## config.mk

```make
export PLATFORM = sky130hd
export DESIGN_NAME = mem_arbiter
export DESIGN_NICKNAME = d
export VERILOG_FILES = /design/src/rtl/mem_pkg.sv /design/src/rtl/mem_arb_wdog.sv /design/src/rtl/mem_arbiter.sv
export SDC_FILE = /design/constraint.sdc
export NUM_CORES = 1
export LEC_CHECK = 0
export CORE_UTILIZATION = 37
export DETAILED_ROUTE_END_ITERATION = 6
export GPL_ROUTABILITY_DRIVEN = 1
export PLACE_DENSITY = 0.85
export SYNTH_ARGS = -nofsm -noshare
export SYNTH_HDL_FRONTEND = slang
export SYNTH_HIERARCHICAL = 1
export SYNTH_SLANG_ARGS = --single-unit
```

## constraint.sdc

```tcl
create_clock -name clk -period 2 [get_ports clk]
set_input_delay 0.6 -clock clk [delete_from_list [all_inputs] [get_ports clk]]
set_output_delay 0.6 -clock clk [all_outputs]
set_load 0.05 [all_outputs]
```

## src/rtl/mem_pkg.sv

```systemverilog
// Shared memory-subsystem definitions: arbiter state/owner encodings and the
// default bus widths used by the caches, write buffer and memory model.
package mem_pkg;

  localparam int DEF_AW      = 30;
  localparam int DEF_DW      = 32;
  localparam int DEF_BEW     = DEF_DW / 8;
  localparam int DEF_TIMEOUT = 255;

  typedef enum logic [1:0] {
    IDLE,
    BUSY,
    RESP
  } state_t;

  typedef enum logic [1:0] {
    OWN_WB,
    OWN_D,
    OWN_I
  } owner_t;

endpackage

```

## src/rtl/mem_arb_wdog.sv

```systemverilog
// Busy-cycle watchdog for the memory arbiter. Counts cycles while enabled and
// flags expiry on the cycle whose closing edge is the TIMEOUT-th busy edge.
module mem_arb_wdog #(
  parameter int TIMEOUT = 255
) (
  input  logic clk,
  input  logic reset,
  input  logic clear,
  input  logic enable,
  output logic expired
);

  localparam int            CW   = $clog2(TIMEOUT + 1);
  localparam logic [CW-1:0] LAST = CW'(TIMEOUT - 1);

  logic [CW-1:0] count_q, count_d;

  // Expiry is seen one count early so the abort lands on edge TIMEOUT itself.
  assign expired = enable && (count_q == LAST);

  // Next count: clear wins, otherwise advance while enabled, saturating at LAST.
  always_comb begin
    count_d = count_q;
    if (clear) begin
      count_d = '0;
    end else if (enable && (count_q != LAST)) begin
      count_d = count_q + 1'b1;
    end
  end

  // Counter register.
  always_ff @(posedge clk or negedge reset) begin
    if (!reset) begin
      count_q <= '0;
    end else begin
      count_q <= count_d;
    end
  end

endmodule

```

## src/rtl/mem_arbiter.sv

```systemverilog
// Memory arbiter: serialises write-buffer, dcache and icache requests onto the
// single main-memory port, returns registered read data with a one-cycle done
// pulse, and aborts transactions that exceed the watchdog limit.
module mem_arbiter
  import mem_pkg::*;
#(
  parameter int AW      = DEF_AW,
  parameter int DW      = DEF_DW,
  parameter int BEW     = DEF_BEW,
  parameter int TIMEOUT = DEF_TIMEOUT
) (
  input  logic           clk,
  input  logic           reset,
  input  logic           wben,
  input  logic           dben,
  input  logic           iben,
  input  logic [AW-1:0]  wbadr,
  input  logic [AW-1:0]  dadr,
  input  logic [AW-1:0]  iadr,
  input  logic [DW-1:0]  wbdata,
  input  logic [BEW-1:0] wbbyteen,
  output logic           wbdone,
  output logic           ddone,
  output logic           idone,
  output logic [DW-1:0]  rdata,
  output logic           err,
  output logic [AW-1:0]  memadr,
  output logic [DW-1:0]  memwdata,
  output logic [BEW-1:0] membyteen,
  output logic           memrwb,
  output logic           memen,
  input  logic [DW-1:0]  memrdata,
  input  logic           memdone
);

  state_t         state_q, state_d;
  owner_t         owner_q, owner_d;
  logic           prefer_i_q, prefer_i_d;
  logic [AW-1:0]  memadr_q, memadr_d;
  logic [DW-1:0]  memwdata_q, memwdata_d;
  logic [BEW-1:0] membyteen_q, membyteen_d;
  logic           memrwb_q, memrwb_d;
  logic           memen_q, memen_d;
  logic [DW-1:0]  rdata_q, rdata_d;
  logic           err_q, err_d;
  logic           wdog_clear, wdog_enable, wdog_expired;

  mem_arb_wdog #(
    .TIMEOUT(TIMEOUT)
  ) u_wdog (
    .clk    (clk),
    .reset  (reset),
    .clear  (wdog_clear),
    .enable (wdog_enable),
    .expired(wdog_expired)
  );

  assign memadr    = memadr_q;
  assign memwdata  = memwdata_q;
  assign membyteen = membyteen_q;
  assign memrwb    = memrwb_q;
  assign memen     = memen_q;
  assign rdata     = rdata_q;
  assign err       = err_q;
  assign wbdone    = (state_q == RESP) && (owner_q == OWN_WB);
  assign ddone     = (state_q == RESP) && (owner_q == OWN_D);
  assign idone     = (state_q == RESP) && (owner_q == OWN_I);

  // Next-state logic: grant selection in IDLE, completion/abort in BUSY,
  // round-robin bookkeeping in RESP.
  always_comb begin
    state_d     = state_q;
    owner_d     = owner_q;
    prefer_i_d  = prefer_i_q;
    memadr_d    = memadr_q;
    memwdata_d  = memwdata_q;
    membyteen_d = membyteen_q;
    memrwb_d    = memrwb_q;
    memen_d     = memen_q;
    rdata_d     = rdata_q;
    err_d       = err_q;
    wdog_clear  = 1'b0;
    wdog_enable = 1'b0;
    case (state_q)
      IDLE: begin
        wdog_clear = 1'b1;
        err_d      = 1'b0;
        if (wben) begin
          owner_d     = OWN_WB;
          memadr_d    = wbadr;
          memwdata_d  = wbdata;
          membyteen_d = wbbyteen;
          memrwb_d    = 1'b0;
          memen_d     = 1'b1;
          state_d     = BUSY;
        end else if (dben && (!iben || !prefer_i_q)) begin
          owner_d     = OWN_D;
          memadr_d    = dadr;
          memwdata_d  = '0;
          membyteen_d = '1;
          memrwb_d    = 1'b1;
          memen_d     = 1'b1;
          state_d     = BUSY;
        end else if (iben) begin
          owner_d     = OWN_I;
          memadr_d    = iadr;
          memwdata_d  = '0;
          membyteen_d = '1;
          memrwb_d    = 1'b1;
          memen_d     = 1'b1;
          state_d     = BUSY;
        end
      end
      BUSY: begin
        wdog_enable = 1'b1;
        if (memdone) begin
          memen_d = 1'b0;
          err_d   = 1'b0;
          if (memrwb_q) begin
            rdata_d = memrdata;
          end
          state_d = RESP;
        end else if (wdog_expired) begin
          memen_d = 1'b0;
          err_d   = 1'b1;
          rdata_d = '0;
          state_d = RESP;
        end
      end
      RESP: begin
        err_d   = 1'b0;
        state_d = IDLE;
        if (owner_q == OWN_D) begin
          prefer_i_d = 1'b1;
        end else if (owner_q == OWN_I) begin
          prefer_i_d = 1'b0;
        end
      end
      default: begin
        state_d = IDLE;
        memen_d = 1'b0;
      end
    endcase
  end

  // State and datapath registers; reset abandons any in-flight transaction.
  always_ff @(posedge clk or negedge reset) begin
    if (!reset) begin
      state_q     <= IDLE;
      owner_q     <= OWN_D;
      prefer_i_q  <= 1'b0;
      memadr_q    <= '0;
      memwdata_q  <= '0;
      membyteen_q <= '0;
      memrwb_q    <= 1'b0;
      memen_q     <= 1'b0;
      rdata_q     <= '0;
      err_q       <= 1'b0;
    end else begin
      state_q     <= state_d;
      owner_q     <= owner_d;
      prefer_i_q  <= prefer_i_d;
      memadr_q    <= memadr_d;
      memwdata_q  <= memwdata_d;
      membyteen_q <= membyteen_d;
      memrwb_q    <= memrwb_d;
      memen_q     <= memen_d;
      rdata_q     <= rdata_d;
      err_q       <= err_d;
    end
  end

endmodule

```

# Word-level counts from Yosys, hierarchy flattened
# Index checks and enable logic that the tools add are counted.
# op_classes
addsub	1
eq_ne	9
muxes	37
n_bitwise	1
n_reduce_logical	23
# ops
operator	count
$mux W32	6
$mux W30	3
$mux W2	8
$mux W8	2
$mux W1	12
$mux W4	3
$add A8 B1 Y8 const B	1
$eq A8 B8 Y1 const B	1
$ne A8 B8 Y1 const B	1
$reduce_and A2 Y1	4
$reduce_bool A2 Y1	4
$logic_and A1 B1 Y1	6
$reduce_and A3 Y1	2
$eq A2 B1 Y1 const B	2
$eq A2 B2 Y1 const B	2
$logic_not A2 Y1	2
$ne A4 B4 Y1 const B	1
$pmux W2 S2	1
$ne A3 B2 Y1 const B	1
$pmux W1 S3	1
$reduce_bool A3 Y1	1
$logic_not A1 Y1	2
$ne A2 B1 Y1 const B	1
$pmux W1 S2	1
3 further kinds	3
# word_totals
reg_bits	114
inputBits	164
out_inout_bits	104
elab_cells	82

# Depth between registers and ports, before layout
# Gate-level depths: netlist (run 1).
# depth
depth_word	6
depth_mapped	9
mapped_depth_nobuf	7

# By module
# The synthesis (run 1) kept the hierarchy.
# modules_own_cells
module	instances	cells_each	area_per_inst_um2	seq_area_each_um2
mem_arbiter	1	365	4762.1	2653.8
mem_arb_wdog	1	54	553.0	200.2

# Least setup slack after synthesis (run 1)
# Ideal clock, no wire load.
# synth_timing
path_type	flip-flop to flip-flop
start	reg u_wdog.count_q[0]
end	reg rdata_q[10] (netlist: rdata[10])
setup_ns	0.067
t_arrival_ns	1.852
required_time_ns	1.933
slack_ns	0.081
stages_incl_launch_ff	10
n_path_buf	2
synth_period_minus_slack_ns	1.919
cell_sequence	dfrtp_1 inv_1 ha_1 and3_1 buf_6 and3_1 mux2_1 nand2_1 buf_2 a22o_1
# synth_between
elab_chain_cells	4
# synth_lines
item	line_no	source
start: declaration	mem_arb_wdog.sv:16	logic [CW-1:0] count_q, count_d;
start signal: assignment	mem_arb_wdog.sv:36	count_q <= count_d;
$eq A8 B8 Y1	mem_arb_wdog.sv:19	assign expired = enable && (count_q == LAST);
$logic_and A1 B1 Y1	mem_arb_wdog.sv:19	
named net wdog_expired	mem_arbiter.sv:46	logic wdog_clear, wdog_enable, wdog_expired;
$reduce_bool A2 Y1 (no line)	--	
$reduce_and A3 Y1 (no line)	--	
end signal: assignment	mem_arbiter.sv:168	rdata_q <= rdata_d;
end: declaration	mem_arbiter.sv:44	logic [DW-1:0] rdata_q, rdata_d;
# The timed path passes the listed nets, and every way through them passes these cells.
# A chain may end at the register's enable or synchronous reset.

# Worst setup path in the final report (run 1)
# layout_timing
start	reg owner_q[0]
end	out wbdone
# layout_between
elab_chain_cells	2
# layout_lines
item	line_no	source
start: declaration	mem_arbiter.sv:37	owner_t owner_q, owner_d;
start signal: assignment	mem_arbiter.sv:161	owner_q <= owner_d;
$logic_not A2 Y1	mem_arbiter.sv:65	assign wbdone = (state_q == RESP) && (owner_q == OWN_WB);
$logic_and A1 B1 Y1	mem_arbiter.sv:65	
end: declaration	mem_arbiter.sv:22	output logic wbdone,
# Every way passes these cells.

==> results of run 1 <==
==> cell families (layout without fill, tap and decap cells) <==
group,after synthesis,in the layout,share of synthesized area [%]
multiplexers,36,36,7.203
other,0,1,0
AO/OA/AOI/OAI,121,121,23.49
buffers and inverters,70,364,7.698
flip-flops,114,114,53.70
adder cells (fa/ha/maj),5,5,1.177
AND/OR/NAND/NOR,73,73,6.733
==> routing by layer <==
metal / routed length, um / GRT usage [%] / share of wire, %
met5: 0 / 0 / 0
met4: 367 / 9.259 / 2.4
met3: 1355 / 6.320 / 8.7
met2: 7779 / 36.62 / 50
met1: 6102 / 23.60 / 39
==> per-stage QoR <==
stage	utilization [%]	hold slack (ns)	TNS (ns)	total power, uW
floorplan	-	0.3044	0	9304
global placement	57.90	0.4596	-5.332	11750
detailed placement	57.90	0.4807	-5.019	11940
CTS	62.57	0.1311	-0.2209	15250
global route	62.98	0.1530	-0.3121	15890
finish	63.00	0.1332	-0.1458	15200
==> final cells by class <==
type	count	area, um^2
clock buffer	17	425.4
timing repair buffer	295	2813
antenna	1	2.502
multi-input combinational	235	2112
sequential	114	2854
clock inverter	15	205.2
inverter	37	141.4
tap	180	225.2
fill	1063	5156
==> critical path, delay by kind of cell (launching register included) <==
kind | cells | cell delay [ns]
flip-flops | 1 | 0.57
buffers and inverters | 2 | 0.19
adder cells (fa/ha/maj) | 1 | 0.15
AND/OR/NAND/NOR | 1 | 0.14
==> registers in the layout (all words and copies together) (netlist names) <==
signal / count
memwdata: 32
rdata: 32
memadr: 30
u_wdog/count_q: 8
membyteen: 4
owner_q: 2
state_q: 2
err: 1
memen: 1
memrwb: 1
prefer_i_q: 1
==> power groups by stage <==
| stage | sequential [uW] | combinational (uW) | clock (uW) |
|---|---|---|---|
| final | 3890 | 8100 | 3210 |
| after floorplan | 6870 | 2430 | 0 |
| after global placement | 3850 | 7890 | 0 |
| after global routing | 4010 | 8490 | 3390 |
| after detailed placement | 3880 | 8060 | 0 |
| after CTS | 3880 | 8090 | 3280 |
==> worst min-delay path by stage <==
stage,startpoint,endpoint,slack (ns)
after floorplan,reset,err,0.30
after global placement,u_wdog/count_q[5],u_wdog/count_q[5],0.46
after detailed placement,u_wdog/count_q[5],u_wdog/count_q[5],0.48
after CTS,reset,memadr[4],0.13
after global routing,reset,memadr[0],0.15
final,reset,memadr[2],0.13
==> placed cells by master (no fill, tap or decap), types with 4 or more instances in the layout <==
master / instances
nor2b_1: 4
nand2_1: 37
mux2i_1: 30
nor2_1: 6
and3_1: 4
buf_12: 14
nor3_1: 4
buf_4: 118
inv_1: 36
inv_6: 4
dfrtp_1: 113
a22o_1: 64
clkbuf_16: 18
bufinv_16: 4
o221ai_2: 30
mux2_4: 4
clkdlybuf4s50_1: 162
o22a_1: 4
==> repair_timing <==
action | 4_1_cts | 5_1_grt
buffers inserted | 1 | 0
endpoints found under the hold margin | 0 | 0
cloned | 0 | 1
pin swaps | 1 | 1
resized for setup | 6 | 6
setup endpoints to repair | 3 | 7
==> metrics.log, run 1 <==
INFO  metric fin_nets = ~870
INFO  metric clock_skew = approximately 0.0045 ns
INFO  metric count_of_flip_flops_with_a_built_in_enable_after_synthesis = 0
INFO  metric cts_tree = yes
INFO  metric clk_pin_slew_worst_paths = 0.06 ns
INFO  metric stdcell_area = ~8800 um^2
INFO  metric dr.first_iter.drc_count = roughly 210
INFO  metric power_switching = around 6900 uW
INFO  metric hpwl = 11.48 mm
INFO  metric holdCritPathClass = input pin to async pin
INFO  metric setup.worst_path.end_class = output port
INFO  metric slew_viol_final = 0
INFO  metric synth_seq_area_share = 53.70%
INFO  metric globalRouteTotalUtil = 21.02%
INFO  metric initial_utilization = 38.14%
INFO  metric pre_cts_slack = -0.1209 ns
INFO  metric placement_rows = 43
INFO  metric inserted_clock_buffers = 17
INFO  metric clkSinkCount = 114
INFO  metric route.detailed.vias_per_inst = roughly 5.1
INFO  metric worst_path_largest_cell_delay = 0.57 ns
INFO  metric synth_area_leaders = dfrtp_1 (53%), a22o_1 (11%), o221ai_2 (8.5%)
INFO  metric swShare = a little under half
INFO  metric finalSetupViolCount = 3
INFO  metric clock_path_buffers = 2
INFO  metric r2r_end = rdata[26]
INFO  metric number_of_global_route_vias_before_repair = between 4000 and 5000
INFO  metric layoutNonFillerInstCount = between 800 and 900
INFO  metric cp_max_fo = 3
INFO  metric mappedNetlistNets = between 500 and 600
INFO  metric global_route.overflow_total = 0
INFO  metric p_comb_share = 53.3%
INFO  metric timing.critical_path.from = owner_q[0]
INFO  metric die-area = 14850 um^2
INFO  metric final_antenna_net_count = 0
INFO  metric status = complete, but fails checks
INFO  metric static-leakage-power = between 0.004 and 0.005 uW
INFO  metric synth.top_cell.area_share = 53.20%
INFO  metric depth_of_the_worst_register_to_register_path = 7
INFO  metric finalCritPeriodShare = 103.0%
INFO  metric finalWeightedCongestion = 0.8336
INFO  metric cts-root-buf = clkbuf_16
INFO  metric syn_inst = roughly 420
INFO  metric via_count = 4544
INFO  metric cp_cell_sequence = inv_4 > ha_4 > and2_4 > buf_12
INFO  metric antenna_found_initial = 1
INFO  metric max_cap_violations = 0
INFO  metric rsz0062_at_grt = yes
INFO  metric power.density = 1731 nW/um^2
INFO  metric totalWireLength = 15.60 mm
INFO  metric chip_height = between 100 and 150 um
INFO  metric drt_first_pass_iters = 4
INFO  metric tightestPinTransition = approximately 0.44 ns
INFO  metric dieWidth = around 120 um
INFO  metric yosys.cell_count.top_type = dfrtp_1
INFO  metric synthDistinctLibCells = between 40 and 50
INFO  metric cp.required = around 1.4 ns
INFO  metric seq_cells_post_synth = 114
INFO  metric layout-drive-gt1-share = roughly 31%
INFO  metric post_synth_most_frequent_cells = dfrtp_1 (113), a22o_1 (64), nand2_1 (38), inv_1 (37)
INFO  metric reg2reg_from = u_wdog/count_q[1]
INFO  metric clkPwrFrac = around a fifth
INFO  metric worst_path_max_delay_cell = dfstp_2
INFO  metric grt_first_pass_wirelength = 23.57 mm
INFO  metric wl_per_cell = approximately 17 um
INFO  metric async_flop_share = between 90% and 100%
INFO  metric critPathKind = flop to output port
INFO  metric timing.critical_path.arrival = approximately 1.5 ns
INFO  metric dominantRegCellSynth = dfrtp_1
INFO  metric worst_setup_slack_final = -0.05947 ns
INFO  metric intPower = around 8300 uW
INFO  metric avgSynthCellArea = around 13 um^2
INFO  metric finalWorstPathRequiredPeriod = a little over 2 ns
INFO  metric ff2ff_setup_slack = roughly 0.080 ns
INFO  metric detail_route.drc_violations = 0
INFO  metric violations = negative setup slack
INFO  metric worst_ir_drop_vdd = about 0.99 mV
INFO  metric clock_insertion_delay_worst_skew = just over 0.4 ns
INFO  metric postPlaceCellArea = 8068 um^2
INFO  metric netlist_area_pre_place = approximately 5300 um^2
INFO  metric worst_setup_path_start_kind = flop
INFO  metric synth-warning-count = 6
INFO  metric floorplan.core_area = about 14000 um^2
INFO  metric port_buffers = 267
INFO  metric cts-htree-levels = 4
INFO  metric largest_net_degree_at_the_start_of_global_routing = 45
INFO  metric ioPinCount = around 270
INFO  metric placedCellCount = around 860
INFO  metric seqPwrFrac = 25.6%
INFO  metric report.final.hold_viol_count = 0
INFO  metric worst_setup_path_endpoint = wbdone
INFO  metric max_slew_margin = a little under three quarters
INFO  metric postCtsHoldBufs = 0
INFO  metric synth_area_leader_cell = dfrtp_1
INFO  metric area_delta_synth_final = 65.16%
INFO  metric max_clock_freq = ~500 MHz
No activity file was read; power rests on OpenSTA's default activity.
==> run 2: changes to the inputs <==
--- a/config.mk
+++ b/config.mk
@@ -5,6 +5,7 @@
 export SDC_FILE = /design/constraint.sdc
 export NUM_CORES = 1
 export LEC_CHECK = 0
+export CORE_MARGIN = 5
 export CORE_UTILIZATION = 37
 export DETAILED_ROUTE_END_ITERATION = 6
 export GPL_ROUTABILITY_DRIVEN = 1
==> metrics.log, run 2 (synthesis gave the netlist of run 1 again) <==
INFO  metric inserted_clock_buffers = 17
INFO  metric status = complete, but fails checks
INFO  metric hpwl = between 10 and 15 mm
INFO  metric grt_first_pass_wirelength = approximately 25 mm
INFO  metric cts_tree = yes
INFO  metric chip_height = between 100 and 150 um
INFO  metric detail_route.drc_violations = 0
INFO  metric overall_power_of_the_completed_layout = 15300 uW
INFO  metric tightestPinTransition = approximately 0.36 ns
INFO  metric critical_path.top_delay_family = flip-flops
INFO  metric largest_net_degree_at_the_start_of_global_routing = 64
INFO  metric m2_gr_usage = approximately 32%
INFO  metric clkSinkCount = approximately 110
INFO  metric cp_cell_sequence = inv_2 > ha_2 > and2_4 > buf_12
INFO  metric wl_per_cell = between 15 and 20 um
INFO  metric drt_first_pass_iters = 4
INFO  metric floorplan.core_area = around 14000 um^2
INFO  metric antenna_found_initial = 0
INFO  metric cp_max_fo = 3
INFO  metric final_antenna_net_count = 0
INFO  metric violations = negative setup slack
INFO  metric report.final.hold_viol_count = 0
INFO  metric static-leakage-power = about 0.004 uW
INFO  metric fin_nets = 865
INFO  metric worst_setup_path_start_kind = flop
INFO  metric layoutNonFillerInstCount = around 900
INFO  metric globalRouteTotalUtil = ~19%
INFO  metric placement_rows = 43
INFO  metric critical_path_buf_inv_count = 2
INFO  metric finalCritPeriodShare = 101.4%
INFO  metric area_delta_synth_final = 64.52%
INFO  metric route.detailed.vias_per_inst = roughly 5.0
INFO  metric ioPinCount = 268
INFO  metric finalWorstPathRequiredPeriod = 2.029 ns
INFO  metric worst_path_largest_cell_delay = between 0.5 and 0.6 ns
INFO  metric clock_path_buffers = 2
INFO  metric dr.first_iter.drc_count = approximately 140
INFO  metric postCtsHoldBufs = 0
INFO  metric number_of_global_route_vias_before_repair = 4852
INFO  metric clk_pin_slew_worst_paths = approximately 0.060 ns
INFO  metric setup.worst_path.end_class = output port
INFO  metric worst_ir_drop_vdd = a little under 0.9 mV
INFO  metric worst_path_max_delay_cell = dfstp_2
INFO  metric layout.area.seq = between 2000 and 3000 um^2
INFO  metric cts-root-buf = clkbuf_16
INFO  metric finalSetupViolCount = 3
INFO  metric slew_viol_final = 0
INFO  metric finalWeightedCongestion = roughly 0.81
INFO  metric critPathKind = flop to output port
INFO  metric cp.required = 1.40 ns
INFO  metric power.density = between 1500 and 2000 nW/um^2
INFO  metric clock_insertion_delay_worst_skew = 0.40 ns
INFO  metric clock_skew = between 0.007 and 0.008 ns
INFO  metric gr-usage-met3 = 4.585%
INFO  metric diodes = 0
INFO  metric final_core_utilization = 62.51%
INFO  metric layout-drive-gt1-share = between 30% and 40%
INFO  metric dieWidth = approximately 130 um
INFO  metric final_common_cell = clkdlybuf4s50_1
INFO  metric nFillCells = roughly 1100
INFO  metric timing.critical_path.arrival = 1.43 ns
INFO  metric cts-htree-levels = 4
INFO  metric global_route.overflow_total = 0
INFO  metric via_count = 4474
INFO  metric stdcell_area = between 8000 and 9000 um^2
INFO  metric multi_input_area = 2092 um^2
INFO  metric placedCellCount = 856
INFO  metric gr-usage-met1 = 22.31%
INFO  metric max_slew_margin = between 70 and 80%
INFO  metric max_cap_violations = 0
INFO  metric rsz0062_at_grt = yes
INFO  metric layout.cells.most_common_list = clkdlybuf4s50_1 (162), buf_4 (114), dfrtp_1 (113), a22o_1 (64), nand2_1 (37)
INFO  metric die-area = roughly 17000 um^2
INFO  metric pre_cts_slack = -0.1033 ns
INFO  metric postPlaceCellArea = just over 8000 um^2
INFO  metric post-cts-setup-buffers = 0
INFO  metric initial_utilization = 38.00%
INFO  metric totalWireLength = between 15 and 20 mm
INFO  metric global_route_hottest_layer = met2
INFO  metric max_clock_freq = 493.0 MHz
INFO  metric holdCritPathClass = input pin to async pin
INFO  metric worst_setup_slack_final = -0.02859 ns
INFO  metric port_buffers = 267
-- run 2: cell types whose count changed in the layout (fill, tap and decap cells not counted) --
cell / change
ha_4: -2
bufinv_16: +1
clkinvlp_4: -1
buf_4: -4
diode_2: -1
ha_2: +2
inv_4: -1
clkinv_2: -2
clkinv_4: +1
inv_2: +1
-- run 2: what timing repair did --
action | 4_1_cts | 5_1_grt
gates cloned | 0 | 1
pin swaps | 1 | 0
endpoints found under the setup margin | 3 | 16
resized for setup | 7 | 2
-- run 2: final timing paths --
path | slack (ns) | depth (start not counted) | start | to
min in group clk | 0.50 | 1 | u_wdog/count_q[5] | u_wdog/count_q[5]
max reg2reg | 0.01 | 6 | state_q[0] | rdata[29]
min | 0.11 | 1 | reset | memrwb
max | -0.03 | 4 | owner_q[0] | wbdone
max in group asynchronous | 1.30 | 2 | reset | memwdata[16]
min reg2reg | 0.50 | 1 | u_wdog/count_q[5] | u_wdog/count_q[5]
-- run 2: routing by layer --
metal  share of wire [%]  wire (um)
met1                  39       6384
met2                  51       8253
met3                 8.1       1320
met4                 2.2        352
met5                   0          0
-- run 2: metrics by stage --
stage	TNS (ns)	hold slack, ns
floorplan	0	0.3044
global placement	-1.783	0.4603
detailed placement	-3.407	0.4904
CTS	-0.1302	0.1094
global route	-0.8780	0.1262
finish	-0.05638	0.1119
-- run 2: report_power, final --
| part | switching, uW | internal, uW | total (uW) | leakage (uW) |
|---|---|---|---|---|
| logic | 5120 | 2940 | 8060 | 0.00225 |
| clock network | 1100 | 2220 | 3330 | 0.000311 |
| registers | 638 | 3270 | 3910 | 0.00144 |
-- run 2: cell type report --
type                       instances  area share (%)
timing repair buffer             291           31.82
inverter                          37           1.588
clock inverter                    14           2.590
sequential                       114           32.64
clock buffer                      17           4.865
multi-input combinational        235           23.92
tap                              180           2.575
-- run 2: worst reg2reg max path, stage by stage, from the launching register on --
cell and delay [ns]:
dfrtp_1 0.54, and2b_4 0.31, and3_1 0.27, mux2_1 0.19
nand2_2 0.11, clkbuf_16 0.20, a22o_1 0.24
==> run 3: changes to the inputs <==
--- a/config.mk
+++ b/config.mk
@@ -6,11 +6,11 @@
 export NUM_CORES = 1
 export LEC_CHECK = 0
 export CORE_MARGIN = 5
-export CORE_UTILIZATION = 37
+export CORE_UTILIZATION = 55
 export DETAILED_ROUTE_END_ITERATION = 6
+export DONT_BUFFER_PORTS = 1
 export GPL_ROUTABILITY_DRIVEN = 1
-export PLACE_DENSITY = 0.85
+export PLACE_DENSITY = 0.8
 export SYNTH_ARGS = -nofsm -noshare
 export SYNTH_HDL_FRONTEND = slang
-export SYNTH_HIERARCHICAL = 1
 export SYNTH_SLANG_ARGS = --single-unit
==> metrics.log, run 3 <==
INFO  metric finalCritPeriodShare = 107.5%
INFO  metric count_of_flip_flops_with_a_built_in_enable_after_synthesis = 0
INFO  metric cp.required = about 1.4 ns
INFO  metric yosys.cell_count.top_type = dfrtp_1
INFO  metric tightestPinTransition = between 0.7 and 0.8 ns
INFO  metric dieWidth = 109.5 um
INFO  metric final_common_cell = dfrtp_1
INFO  metric totalWireLength = between 15 and 20 mm
INFO  metric timing.critical_path.arrival = between 1.5 and 2 ns
INFO  metric clk_pin_slew_worst_paths = around 0.050 ns
INFO  metric floorplan.core_area = between 9000 and 10000 um^2
INFO  metric mappedNetlistNets = about 730
INFO  metric clock_path_buffers = 2
INFO  metric placement_rows = 36
INFO  metric drt_first_pass_iters = 5
INFO  metric max_slew_margin = 51.32%
INFO  metric setup.worst_path.end_class = output port
INFO  metric cp_cell_sequence = inv_2 > ha_2 > and2_4 > buf_12
INFO  metric layout.cells.most_common_list = dfrtp_1 (112), nand3_1 (94), inv_1 (41), nand2_1 (36), a21oi_1 (36)
INFO  metric fin_nets = 715
INFO  metric number_of_global_route_vias_before_repair = ~4500
INFO  metric depth_of_the_worst_register_to_register_path = 6
INFO  metric antenna_found_initial = 0
INFO  metric route.detailed.vias_per_inst = 6.535
INFO  metric layout-drive-gt1-share = 10.59%
INFO  metric syn_inst = around 560
INFO  metric report.final.hold_viol_count = 114
INFO  metric finalWeightedCongestion = between 0.8 and 0.9
INFO  metric finalWorstPathRequiredPeriod = around 2.2 ns
INFO  metric ff2ff_setup_slack = about 0.05 ns
INFO  metric worst_path_max_delay_cell = dfstp_2
INFO  metric clock_skew = between 0.008 and 0.009 ns
INFO  metric static-leakage-power = between 0.002 and 0.0025 uW
INFO  metric diodes = 0
INFO  metric avgSynthCellArea = roughly 9.7 um^2
INFO  metric pre_cts_slack = -0.01457 ns
INFO  metric hpwl = 10.57 mm
INFO  metric synth_area_leader_cell = dfrtp_1
INFO  metric largest_net_degree_at_the_start_of_global_routing = between 100 and 150
INFO  metric cts-root-buf = clkbuf_8
INFO  metric violations = negative hold slack, negative setup slack
INFO  metric stdcell_area = between 6000 and 7000 um^2
INFO  metric inserted_clock_buffers = 17
INFO  metric status = complete, but fails checks
INFO  metric dominantRegCellSynth = dfrtp_1
INFO  metric initial_utilization = 56.01%
INFO  metric via_count = around 4500
INFO  metric worst_ir_drop_vdd = ~1.4 mV
INFO  metric holdCritPathClass = input pin to async pin
INFO  metric max_clock_freq = between 400 and 500 MHz
INFO  metric postPlaceCellArea = about 5600 um^2
INFO  metric max_cap_violations = 0
INFO  metric die-area = 12000 um^2
INFO  metric power.density = around 2000 nW/um^2
INFO  metric clkSinkCount = 114
INFO  metric critPathKind = flop to output port
INFO  metric ioPinCount = ~270
INFO  metric async_flop_share = 100.0%
INFO  metric synth-warning-count = 0
INFO  metric finalSetupViolCount = 3
INFO  metric area_delta_synth_final = 13.32%
INFO  metric setup_total_negative_slack = -0.4054 ns
INFO  metric synthDistinctLibCells = 44
INFO  metric globalRouteTotalUtil = between 20% and 30%
INFO  metric port_buffers = 0
INFO  metric detail_route.drc_violations = 0
INFO  metric final_antenna_net_count = 0
INFO  metric global_route.overflow_total = 0
INFO  metric cts-htree-levels = 4
INFO  metric rsz0062_at_grt = yes
INFO  metric final.hold.worst_slack = -0.2177 ns
INFO  metric post_synth_most_frequent_cells = dfrtp_1 (113), nand3_1 (94), inv_1 (42), clkbuf_1 (37)
INFO  metric clock_insertion_delay_worst_skew = 0.51 ns
INFO  metric netlist_area_pre_place = ~5400 um^2
INFO  metric r2r_end = rdata[13]
INFO  metric wl_per_cell = 22.56 um
INFO  metric cp_max_fo = 3
INFO  metric cts_tree = yes
INFO  metric synth.top_cell.area_share = between 50% and 60%
INFO  metric seq_cells_post_synth = 114
INFO  metric worst_setup_slack_final = -0.1503 ns
INFO  metric grt_first_pass_wirelength = 23.34 mm
INFO  metric slew_viol_final = 0
INFO  metric nFillCells = 760
INFO  metric dr.first_iter.drc_count = between 400 and 500
INFO  metric chip_height = about 110 um
INFO  metric overall_power_of_the_completed_layout = approximately 13000 uW
INFO  metric worst_path_largest_cell_delay = about 0.55 ns
INFO  metric worst_setup_path_start_kind = flop
INFO  metric reg2reg_from = u_wdog.count_q[0]
INFO  metric synth_seq_area_share = between 50% and 60%
INFO  metric synth_area_leaders = dfrtp_1 (52%), nand3_1 (8.6%), a221o_1 (6.1%)
-- run 3: area by class of cell --
cell class | instances | area [um^2] | share of cell area [%]
inverters | 43 | 161.4 | 2.614
clock inverters | 5 | 77.57 | 1.256
repair buffers | 15 | 200.2 | 3.242
multi-input cells | 355 | 2240 | 36.27
clock buffers | 25 | 474.2 | 7.680
flip-flops and latches | 114 | 2855 | 46.24
well taps | 133 | 166.4 | 2.695
-- run 3: worst max path at each step --
stage                    start        end  slack, ns
floorplan           state_q[1]      ddone       0.15
global placement       memdone  rdata[19]       0.08
detailed placement     memdone   rdata[8]      -0.01
CTS                 owner_q[0]     wbdone      -0.18
global route        owner_q[0]     wbdone      -0.20
finish              owner_q[0]      idone      -0.15
-- run 3: stage by stage --
step           utilization, %  std cells  hold WS, ns
5_1_grt                 63.46        690      -0.2515
4_1_cts                 63.44        690      -0.2415
3_3_place_gp            57.37        658       0.3089
3_5_place_dp            57.37        658       0.3098
6_report                63.46        690      -0.2177
2_1_floorplan               -        563       0.3044
-- run 3: power by group --
group          internal (uW)  total (uW)  leakage, uW  switching [uW]
clock network           1850        2830     0.000268             976
registers               3200        7080      0.00131            3880
logic                   1250        2810     0.000887            1560
-- run 3: kinds of logic after synthesis --
group	share of synthesized area [%]
mux	0.4133
flops	52.38
fa+ha+maj	1.148
simple gates	18.07
buf+inv	7.233
compound gates	20.76
-- run 3: layer usage --
| layer | routed length, um | GRT usage (%) | vias to the layer above | share of wire [%] |
|---|---|---|---|---|
| met3 | 1687 | 11.04 | 30 | 11 |
| met5 | 0 | 0 | - | 0 |
| met1 | 5571 | 29.72 | 2223 | 36 |
| li1 | - | - | 2008 | - |
| met2 | 7914 | 41.11 | 248 | 51 |
| met4 | 391 | 10.95 | 0 | 2.5 |
-- run 3: critical path, delay by kind of cell (launching register included) --
family        cells  cell delay (ns)
simple gates      1             0.14
fa+ha+maj         1             0.16
buf+inv           2             0.18
flops             1             0.55
-- run 3: timing repair --
action                     CTS  global route
gates resized for setup      9             1
gates cloned                 0             0
hold endpoints to repair   114           114
buffers inserted             2             0
setup endpoints to repair    3             3
